## config.mk

```make
export PLATFORM = sky130hd
export DESIGN_NAME = mc_rfr_ctrl
export DESIGN_NICKNAME = d
export VERILOG_FILES = /design/src/rtl/mc_defines_pkg.sv /design/src/rtl/mc_rfr_timer.sv /design/src/rtl/mc_rfr_ctrl.sv
export SDC_FILE = /design/constraint.sdc
export NUM_CORES = 1
export LEC_CHECK = 0
export ABC_CLOCK_PERIOD_IN_PS = 2450
export CAP_MARGIN = 25
export CORE_MARGIN = 1
export CORE_UTILIZATION = 45
export CTS_BUF_LIST = sky130_fd_sc_hd__clkbuf_4
export DETAILED_ROUTE_END_ITERATION = 8
export GPL_ROUTABILITY_DRIVEN = 0
export MAX_ROUTING_LAYER = met4
export PLACE_DENSITY = 0.71
export SYNTH_ARGS = -nofsm -noshare
export SYNTH_HDL_FRONTEND = slang
export SYNTH_SLANG_ARGS = --single-unit
```

## constraint.sdc

```tcl
create_clock -name clk -period 2.45 [get_ports clk]
set_clock_uncertainty 0.15 [all_clocks]
set_input_delay 0.735 -clock clk [delete_from_list [all_inputs] [get_ports clk]]
set_output_delay 0.735 -clock clk [all_outputs]
set_load 0.01 [all_outputs]
```

## src/rtl/mc_defines_pkg.sv

```systemverilog
// mc_defines: shared memory-controller constants, refresh FSM encoding and prescaler helper
// Contents:
//   RFR_PS_BASE       prescaler base period in clocks (tick period = RFR_PS_BASE << ps_sel)
//   RFR_PS_W          prescaler counter width (covers RFR_PS_BASE << 7)
//   RFR_PEND_MAX_DEF  default refresh burst depth
//   rfr_st_e          refresh FSM state encoding
//   rfr_ps_term()     prescaler terminal count for a given prescaler select
package mc_defines;

    localparam int RFR_PS_BASE      = 16;
    localparam int RFR_PS_W         = 11;
    localparam int RFR_PEND_MAX_DEF = 4;

    typedef enum logic [1:0] {
        RFR_IDLE  = 2'd0,
        RFR_REQ   = 2'd1,
        RFR_GUARD = 2'd2
    } rfr_st_e;

    function automatic logic [RFR_PS_W-1:0] rfr_ps_term(input logic [2:0] sel);
        return RFR_PS_W'((RFR_PS_BASE << sel) - 1);
    endfunction

endpackage

```

## src/rtl/mc_rfr_timer.sv

```systemverilog
// mc_rfr_timer: refresh prescaler plus interval counter producing tick and due pulses
// Ports:
//   clk      core clock
//   rst_     asynchronous active-low reset
//   en       refresh enable; low holds both counters at zero
//   ps_sel   prescaler select, tick period is (16 << ps_sel) clocks
//   int_val  a due pulse is produced every int_val+1 ticks
//   tick     one-cycle prescaler wrap pulse
//   due      one-cycle refresh-due pulse
module mc_rfr_timer
    import mc_defines::*;
#(
    parameter int RFR_INT_W = 8
) (
    input  logic                 clk,
    input  logic                 rst_,
    input  logic                 en,
    input  logic [2:0]           ps_sel,
    input  logic [RFR_INT_W-1:0] int_val,
    output logic                 tick,
    output logic                 due
);

    logic [RFR_PS_W-1:0]  ps_cnt;
    logic [RFR_INT_W-1:0] int_cnt;

    // Equality compares only: a count left above a freshly lowered terminal
    // value runs on to the natural counter overflow before wrapping.
    assign tick = en && ps_cnt == rfr_ps_term(ps_sel);
    assign due  = tick && int_cnt == int_val;

    always_ff @(posedge clk or negedge rst_) begin
        if (!rst_) begin
            ps_cnt  <= '0;
            int_cnt <= '0;
        end else begin
            ps_cnt  <= (!en || tick) ? '0 : ps_cnt + 1'b1;
            int_cnt <= (!en || due) ? '0 : tick ? int_cnt + 1'b1 : int_cnt;
        end
    end

endmodule

```

## src/rtl/mc_rfr_ctrl.sv

```systemverilog
// mc_rfr_ctrl: SDRAM refresh scheduler with pending-refresh burst counter and request FSM
// Ports:
//   clk          core clock
//   rst_         asynchronous active-low reset
//   rfr_en       global refresh enable; low clears timers, pending count and FSM (rfr_ovf kept)
//   cs_rfr_en    chip selects needing refresh
//   rfr_ps_sel   prescaler select, tick period (16 << rfr_ps_sel) clocks
//   rfr_int      refresh due every rfr_int+1 ticks
//   rfr_trc      post-refresh guard time in clocks (GUARD lasts rfr_trc+1 cycles)
//   rfr_ack      refresh issued by the main FSM
//   rfr_req      refresh request, high while in REQ
//   cs_need_rfr  chip selects captured on entry to REQ, zero in IDLE
//   rfr_pend     pending refresh count
//   rfr_ovf      sticky lost-refresh flag, cleared only by reset
// Build option:
//   MC_RFR_BURST_EN defined: pending counter up to RFR_PEND_MAX;
//   undefined: single pending refresh, a due while pending sets rfr_ovf.
module mc_rfr_ctrl
    import mc_defines::*;
#(
    parameter int RFR_PEND_MAX = RFR_PEND_MAX_DEF,
    parameter int RFR_INT_W    = 8
) (
    input  logic                 clk,
    input  logic                 rst_,
    input  logic                 rfr_en,
    input  logic [7:0]           cs_rfr_en,
    input  logic [2:0]           rfr_ps_sel,
    input  logic [RFR_INT_W-1:0] rfr_int,
    input  logic [3:0]           rfr_trc,
    input  logic                 rfr_ack,
    output logic                 rfr_req,
    output logic [7:0]           cs_need_rfr,
    output logic [2:0]           rfr_pend,
    output logic                 rfr_ovf
);

`ifdef MC_RFR_BURST_EN
    localparam int            PW  = 3;
    localparam logic [PW-1:0] LIM = PW'(RFR_PEND_MAX);
`else
    localparam int            PW  = 1;
    localparam logic [PW-1:0] LIM = 1'b1;
`endif

    if (RFR_PEND_MAX < 2 || RFR_PEND_MAX > 7) begin : g_pend_range
        $error("RFR_PEND_MAX must be in 2..7");
    end

    logic          due;
    logic          tick_unused;
    logic [PW-1:0] pend;
    logic [3:0]    g_cnt;
    rfr_st_e       st, st_nxt;

    mc_rfr_timer #(
        .RFR_INT_W(RFR_INT_W)
    ) u_timer (
        .clk    (clk),
        .rst_   (rst_),
        .en     (rfr_en),
        .ps_sel (rfr_ps_sel),
        .int_val(rfr_int),
        .tick   (tick_unused),
        .due    (due)
    );

    assign rfr_pend = 3'(pend);

    // A due and an ack in the same cycle cancel: count unchanged, no overflow.
    always_ff @(posedge clk or negedge rst_) begin
        if (!rst_) begin
            pend    <= '0;
            rfr_ovf <= 1'b0;
        end else begin
            pend    <= !rfr_en ? '0 :
                       (due && !rfr_ack && pend != LIM) ? pend + 1'b1 :
                       (rfr_ack && !due && pend != '0) ? pend - 1'b1 : pend;
            rfr_ovf <= rfr_ovf || (due && !rfr_ack && pend == LIM);
        end
    end

    // GUARD exit looks at the registered count, which already reflects the ack.
    always_comb begin
        st_nxt = st;
        case (st)
            RFR_IDLE:  if (pend != '0 && cs_rfr_en != '0) st_nxt = RFR_REQ;
            RFR_REQ:   if (rfr_ack) st_nxt = RFR_GUARD;
            RFR_GUARD: if (g_cnt == rfr_trc) st_nxt = (pend != '0) ? RFR_REQ : RFR_IDLE;
            default:   st_nxt = RFR_IDLE;
        endcase
        if (!rfr_en) st_nxt = RFR_IDLE;
    end

    always_ff @(posedge clk or negedge rst_) begin
        if (!rst_) begin
            st          <= RFR_IDLE;
            g_cnt       <= '0;
            rfr_req     <= 1'b0;
            cs_need_rfr <= '0;
        end else begin
            st          <= st_nxt;
            g_cnt       <= (st == RFR_GUARD && st_nxt == RFR_GUARD) ? g_cnt + 1'b1 : '0;
            rfr_req     <= st_nxt == RFR_REQ;
            cs_need_rfr <= (st_nxt == RFR_IDLE) ? '0 :
                           (st != RFR_REQ && st_nxt == RFR_REQ) ? cs_rfr_en : cs_need_rfr;
        end
    end

endmodule

```

==> summary.txt, run 1 <==
Outcome
  • Outcome: finished, violations left
  • Failing checks: negative setup slack

CTS
  • Max Buffers Root-to-Sink: 2
  • TritonCTS Buffers: 5
  • Post-CTS Hold Buffers: 0
  • Clock tree from TritonCTS: done
  • Sink Count: 36
  • Htree depth: 2
  • Clock-pin slew on the worst setup and hold paths: roughly 0.10 ns
  • Worst-Skew Late Latency: 0.35 ns
  • Root buffer cell: clkbuf_4

Layout
  • Total Nets Final: around 300
  • P&R area growth vs syn: 34.83%
  • Number of fill cells: 352
  • Multi-input logic area: 1101 µm²
  • Antenna diodes: 0
  • Seq. cell area: between 900 and 1000 µm²
  • Layout cells sized above 1: 0.2119

GRT
  • Initial antenna violation count: 0
  • GR Util All Layers: 0.2076
  • First-pass GRT wire length: between 7000 and 8000 µm
  • Largest net degree at the start of global routing: 37
  • Overflow after GRT: 0
  • Vias in the first global route: 1,730

Routing
  • TritonRoute pass-1 iters: 4
  • Iteration-0 DRC count of the detailed router: between 80 and 90
  • Vias: 1,663
  • # DRC: 0
  • Final WL: between 4000 and 5000 µm
  • Via density: 5.181
  • Antenna viol nets, final: 0
  • DR WL/cell: 13.34 µm

Logic synthesis
  • FFs w/ async S/R, synth: 1.000
  • Post-synthesis mux area share: 0.01538
  • Simple-gate share of the synthesized area: 0.2129
  • Adder-Cell Fraction of Synth Area: 0.02462
  • Cells after Synth: 206
  • Synthesized flop and latch total: 36
  • Synth Area in Compound Gates: 0.1409
  • Synth Cell Area: a little over 2000 µm²
  • Seq/Total Area, Yosys: 0.4431
  • Distinct cell type count after synthesis: 47
  • EDFF count, synth: 0
  • Xor/xnor share of the synthesized area: 0.1120
  • Avg Cell Area, Syn: 9.870 µm²
  • YS warnings: 0
  • Top FF cell, synth: dfrtp_1
  • Main combinational cell family by area after synthesis: simple AND/OR/NAND/NOR gates

Timing
  • Final Hold Viols: 0
  • Final worst slack: -0.3029 ns
  • Tmin final: 2.753 ns
  • RSZ-0062 raised after global routing: true
  • Final setup viols: 21
  • Fin crit share: 1.124
  • Hold_ws: between 0.3 and 0.4 ns
  • FMAX: approximately 360 MHz
  • Setup TNS: -5.002 ns
  • Slew @ Worst Pin: 0.5176 ns
  • Slew Limit Fails: 0
  • Relative slew slack: 0.6537

Floorplan
  • Std-Cell Rows: 24
  • DIE HEIGHT: 69.22 µm
  • Die width: 69.22 µm
  • Core region area: 4354 µm²
  • Top-Level Pins: 40
  • Initial Utilization: 0.4670
  • Total die area: 4791 µm²

Min path
  • Worst Hold Class: reg2reg
  • WHS Path Cells: 1

Setup path
  • Crit path buf inv count: 3
  • Crit path required time: 2.53 ns
  • Delay-heaviest family, CP: simple AND/OR/NAND/NOR gates
  • Reg2Reg Depth: 9
  • Critical path class: in2reg
  • Critical-path cell list: buf_6 > or3_4 > ha_4 > or3_4 > a21oi_2 > a31oi_2 > a2111oi_4 > buf_4 > buf_6 > mux2i_1 > nor2_1
  • Crit. path cell count: 11
  • CP max-delay cell: or3_4
  • Crit-path max FO: 8
  • CP Capture Type: flip-flop
  • Critical Path Max Stage Delay: 0.38 ns
  • Arr. time, crit path: 2.83 ns
  • CP startpoint kind: input pin

Place
  • Placed wire-length estimate: 3024 µm
  • I/O Buffers: 37

Job
  • Max Cap Violations: 0

Power
  • Max IR drop VDD: between 0.0002 and 0.0003 V
  • Total power draw: 1073 µW
  • Power Dens Cells: 391.4 nW/µm²
  • Leakage: 0.001203 µW
[layer usage]
layer,wire length [µm],vias up,GRT usage
met5,0,-,-
met4,88,0,0.09751
met3,89,10,0.04070
met2,2025,18,0.3258
met1,2080,785,0.2585
li1,-,850,-
[cell families after synthesis]
logic type      Yosys count
buf+inv                  18
compound gates           35
fa+ha+maj                 4
simple gates             83
xor+xnor                 26
other cells               1
flops                    36
mux                       3
[Yosys cell counts (2+ instances only)]
cell type,number,area [µm²]
dfrtp_1,36,900.9
nor2_1,27,101.4
xnor2_1,16,140.1
nand3_1,10,50.05
xor2_1,10,87.58
nand2_1,9,33.78
a22o_1,8,70.07
and3_1,7,43.79
inv_1,6,22.52
a32o_1,5,50.05
buf_2,5,25.02
nor4_1,5,31.28
ha_1,4,50.05
nor2b_1,4,25.02
o21ai_1,4,20.02
and2_1,3,18.77
buf_4,3,22.52
nor3b_1,3,22.52
o21ai_0,3,15.01
or3_1,3,18.77
a21oi_1,2,10.01
buf_6,2,22.52
clkbuf_1,2,7.510
mux2i_1,2,20.02
nand2b_1,2,12.51
nand3b_1,2,15.01
nor3_1,2,10.01
o211ai_1,2,15.01
[where the power goes]
group,switching [µW],internal (µW)
registers,2.85,598
logic,63.5,81.8
clock network,195,133
total,261,812
[worst paths after layout]
check / slack [ns] / from / end
max in group asynchronous: 1.18 / rst_ / u_timer.int_cnt[7]
min in group asynchronous: 0.64 / rst_ / cs_need_rfr[6]
hold reg to reg: 0.32 / u_timer.ps_cnt[0] / u_timer.ps_cnt[0]
hold / removal: 0.32 / u_timer.ps_cnt[0] / u_timer.ps_cnt[0]
setup / recovery: -0.30 / rfr_ps_sel[1] / u_timer.int_cnt[1]
setup reg to reg: 0.30 / u_timer.ps_cnt[0] / u_timer.int_cnt[1]
[cell usage in the layout (no fill, tap or decap), drive strengths merged, types with 6 or more instances in the layout]
master / synthesis / layout
and3: 7 / 7
buf: 10 / 32
clkdlybuf4s50: 0 / 34
nand2: 9 / 9
o21ai: 8 / 8
nor2: 27 / 27
a22o: 8 / 8
dfrtp: 36 / 36
nand3: 10 / 10
xnor2: 16 / 16
inv: 6 / 6
clkbuf: 2 / 7
xor2: 10 / 10
[what timing repair did]
action	CTS	global route
gates resized for setup	22	6
cloned	1	0
setup buffers	2	0
endpoints found under the setup margin	21	21
pin swaps	11	9
[state kept, by name, indices dropped and copies added, names as in the netlist]
register	cells
rfr_req	1
st	2
u_timer.ps_cnt	11
u_timer.int_cnt	8
pend	1
g_cnt	4
cs_need_rfr	8
rfr_ovf	1
[through the flow]
stage	worst slack (ns)	util	area [µm²]	cells
global placement	-1.026	0.6046	2633	311
floorplan	-0.6473	-	2066	207
global route	-0.3752	0.6296	2741	321
detailed placement	-1.030	0.6046	2633	311
CTS	-0.3468	0.6244	2719	321
finish	-0.3029	0.6296	2741	321
[layout make-up]
cell class	instances	area share
Sequential cell	36	0.3286
Tap cell	52	0.02373
Inverter	6	0.008215
Clock buffer	7	0.01917
Clock inverter	1	0.001369
Multi-Input combinational cell	153	0.4016
Timing Repair Buffer	66	0.2173
(Power assumes the default switching activity.)
==> run 2: changes to the inputs <==
- HOLD_SLACK_MARGIN: default -> 0.1
- PLACE_DENSITY: 0.71 -> 0.68
==> summary.txt, run 2 (synthesis results as in run 1) <==
Outcome
  • Outcome: finished, violations left (unchanged)
  • Failing checks: design-rule violations, negative setup slack (was negative setup slack)

Layout
  • Most common cell after layout, fill and taps aside: dfrtp_1 (unchanged)
  • Max reg flops: 11 (unchanged)
  • P&R area growth vs syn: 36.86% (was 34.83%)
  • Top flop regs: u_timer.ps_cnt: 11 flops, cs_need_rfr: 8 flops, u_timer.int_cnt: 8 flops (unchanged)
  • Layout cells sized above 1: 0.2206 (was 0.2119)
  • Antenna diodes: 0 (unchanged)
  • Biggest register: u_timer.ps_cnt (unchanged)
  • Final Non-Filler Cells: 324 (was 321)
  • Number of fill cells: 375 (was 352)
  • Fin area: 2783 µm² (was 2741 µm²)
  • Total Nets Final: 302 (was 299)
  • Seq. cell area: 900.9 µm² (unchanged)
  • Multi-input logic area: 1127 µm² (was 1101 µm²)
  • Most frequent cells in the layout: dfrtp_1 (36), clkdlybuf4s50_1 (34), buf_4 (28) (was dfrtp_1 (36), clkdlybuf4s50_1 (34), buf_4 (27))

Timing
  • Slew Limit Fails: 0 (unchanged)
  • Tmin final: 2.727 ns (was 2.753 ns)
  • Relative slew slack: 0.6413 (was 0.6537)
  • Fin crit share: 1.113 (was 1.124)
  • Final setup viols: 21 (unchanged)
  • Slew @ Worst Pin: 0.5361 ns (was 0.5176 ns)
  • Final Hold Viols: 0 (unchanged)
  • RSZ-0062 raised after global routing: true (unchanged)
  • FMAX: 366.8 MHz (was 363.3 MHz)
  • Final worst slack: -0.2766 ns (was -0.3029 ns)
  • Hold_ws: 0.3104 ns (was 0.3160 ns)

Place
  • I/O Buffers: 37 (unchanged)
  • Area after DPL: 2628 µm² (was 2633 µm²)
  • Placed wire-length estimate: 3174 µm (was 3024 µm)
  • Cell count after placement: 312 (was 311)
  • Worst slack at placement: -1.077 ns (was -1.030 ns)

Power
  • Power Dens Cells: 388.4 nW/µm² (was 391.4 nW/µm²)
  • Max IR drop VDD: 0.0003050 V (was 0.0002559 V)
  • Net Switching: 286.6 µW (was 260.9 µW)
  • Sequential power share: 0.556 (was 0.560)
  • Sw Ratio: 0.2652 (was 0.2432)
  • Total power draw: 1081 µW (was 1073 µW)
  • Clock power frac: 0.303 (was 0.305)
  • Combinational share of power: 0.141 (was 0.135)
  • Internal power: 794.2 µW (was 812.1 µW)
  • Leakage: 0.001237 µW (was 0.001203 µW)

Setup path
  • Crit-path max FO: 5 (was 8)
  • Reg2Reg Setup Slack: 0.24 ns (was 0.30 ns)
  • CP Capture Type: flip-flop (unchanged)
  • Arr. time, crit path: 2.83 ns (about the same)
  • Crit path buf inv count: 3 (unchanged)
  • Critical path class: in2reg (unchanged)
  • Crit path required time: 2.55 ns (was 2.53 ns)
  • CP startpoint kind: input pin (unchanged)
  • Critical Path Max Stage Delay: 0.38 ns (about the same)
  • Critical-path cell list: buf_6 > or3_4 > ha_4 > or3_4 > a21oi_2 > a31oi_2 > a2111oi_4 > buf_4 > buf_6 > mux2i_1 > nor2_1 (unchanged)
  • CP max-delay cell: or3_4 (unchanged)
  • Delay-heaviest family, CP: simple AND/OR/NAND/NOR gates (unchanged)

Job
  • Max Cap Violations: 0 (unchanged)

GRT
  • Overflow after GRT: 0 (unchanged)
  • First-pass GRT wire length: 7886 µm (was 7679 µm)
  • Vias in the first global route: 1,682 (was 1,730)
  • GR Util All Layers: 0.2159 (was 0.2076)
  • Initial antenna violation count: 0 (unchanged)
  • Largest net degree at the start of global routing: 37 (unchanged)

CTS
  • Max Buffers Root-to-Sink: 2 (unchanged)
  • TritonCTS Buffers: 5 (unchanged)
  • Sink Count: 36 (unchanged)
  • Clock-pin slew on the worst setup and hold paths: 0.11 ns (was 0.10 ns)
  • Root buffer cell: clkbuf_4 (unchanged)
  • Worst-Skew Late Latency: 0.36 ns (was 0.35 ns)
  • Htree depth: 2 (unchanged)
  • Clock tree from TritonCTS: done (unchanged)

Routing
  • Final WL: 4546 µm (was 4283 µm)
  • Iteration-0 DRC count of the detailed router: 81 (was 84)
  • Vias: 1,719 (was 1,663)
  • TritonRoute pass-1 iters: 6 (was 4)
  • Via density: 5.306 (was 5.181)
  • DR WL/cell: 14.03 µm (was 13.34 µm)
  • Antenna viol nets, final: 0 (unchanged)
  • # DRC: 1 (was 0)

Floorplan
  • Top-Level Pins: 40 (unchanged)
  • Core region area: 4354 µm² (unchanged)
  • Std-Cell Rows: 24 (unchanged)
  • Initial Utilization: 0.4670 (unchanged)
  • Total die area: 4791 µm² (unchanged)
  • Die width: 69.22 µm (unchanged)
  • DIE HEIGHT: 69.22 µm (unchanged)

Min path
  • Worst Hold Class: reg2reg (unchanged)
==> run 2: changes by cell type in the layout (fill, tap and decap cells not counted), moves of 2 or more <==
cell and change:
o21ai_1 +2, nor2_2 -2, clkbuf_4 -2, buf_6 +3
==> run 2: power by group through the flow <==
stage / Combinational [µW] / Sequential (µW) / Clock [µW]
5_1_grt: 167 / 602 / 369
2_1_floorplan: 62.5 / 612 / 0
3_5_place_dp: 144 / 612 / 0
3_3_place_gp: 143 / 612 / 0
6_report: 153 / 601 / 327
4_1_cts: 149 / 601 / 340
==> run 2: layout make-up <==
class,count,share of cell area
timing repair buffer,68,0.2199
clock inverter,3,0.006295
clock buffer,5,0.01349
sequential,36,0.3237
inverter,6,0.008094
tap,52,0.02338
multi-input combinational,154,0.4051
==> run 2: worst paths after layout <==
check | from | to | cells after the start
setup reg to reg | u_timer.ps_cnt[0] | u_timer.int_cnt[0] | 9
min in group asynchronous | rst_ | g_cnt[1] | 2
max in group asynchronous | rst_ | u_timer.int_cnt[3] | 2
setup / recovery | rfr_ps_sel[0] | u_timer.int_cnt[0] | 11
hold reg to reg | u_timer.ps_cnt[0] | u_timer.ps_cnt[0] | 1
hold / removal | u_timer.ps_cnt[0] | u_timer.ps_cnt[0] | 1
==> run 2: per-stage QoR <==
step,util,setup TNS (ns)
after CTS,0.6293,-6.127
final,0.6391,-4.903
after global placement,0.6034,-23.12
after detailed placement,0.6034,-24.20
after global routing,0.6391,-6.150
after floorplan,-,-11.62
==> run 2: repair_timing <==
action | 4_1_cts | 5_1_grt
setup endpoints to repair | 21 | 21
setup buffers | 4 | 0
pin swaps | 10 | 14
resized for setup | 24 | 11
hold buffers | 0 | 0
cloned | 2 | 0
==> run 2: metal layers <==
layer	share of wire	global-route usage	vias to the layer above
li1	-	-	858
met5	0	-	-
met1	0.47	0.2829	819
met4	0.016	0.08163	0
met3	0.039	0.05669	8
met2	0.47	0.3215	34
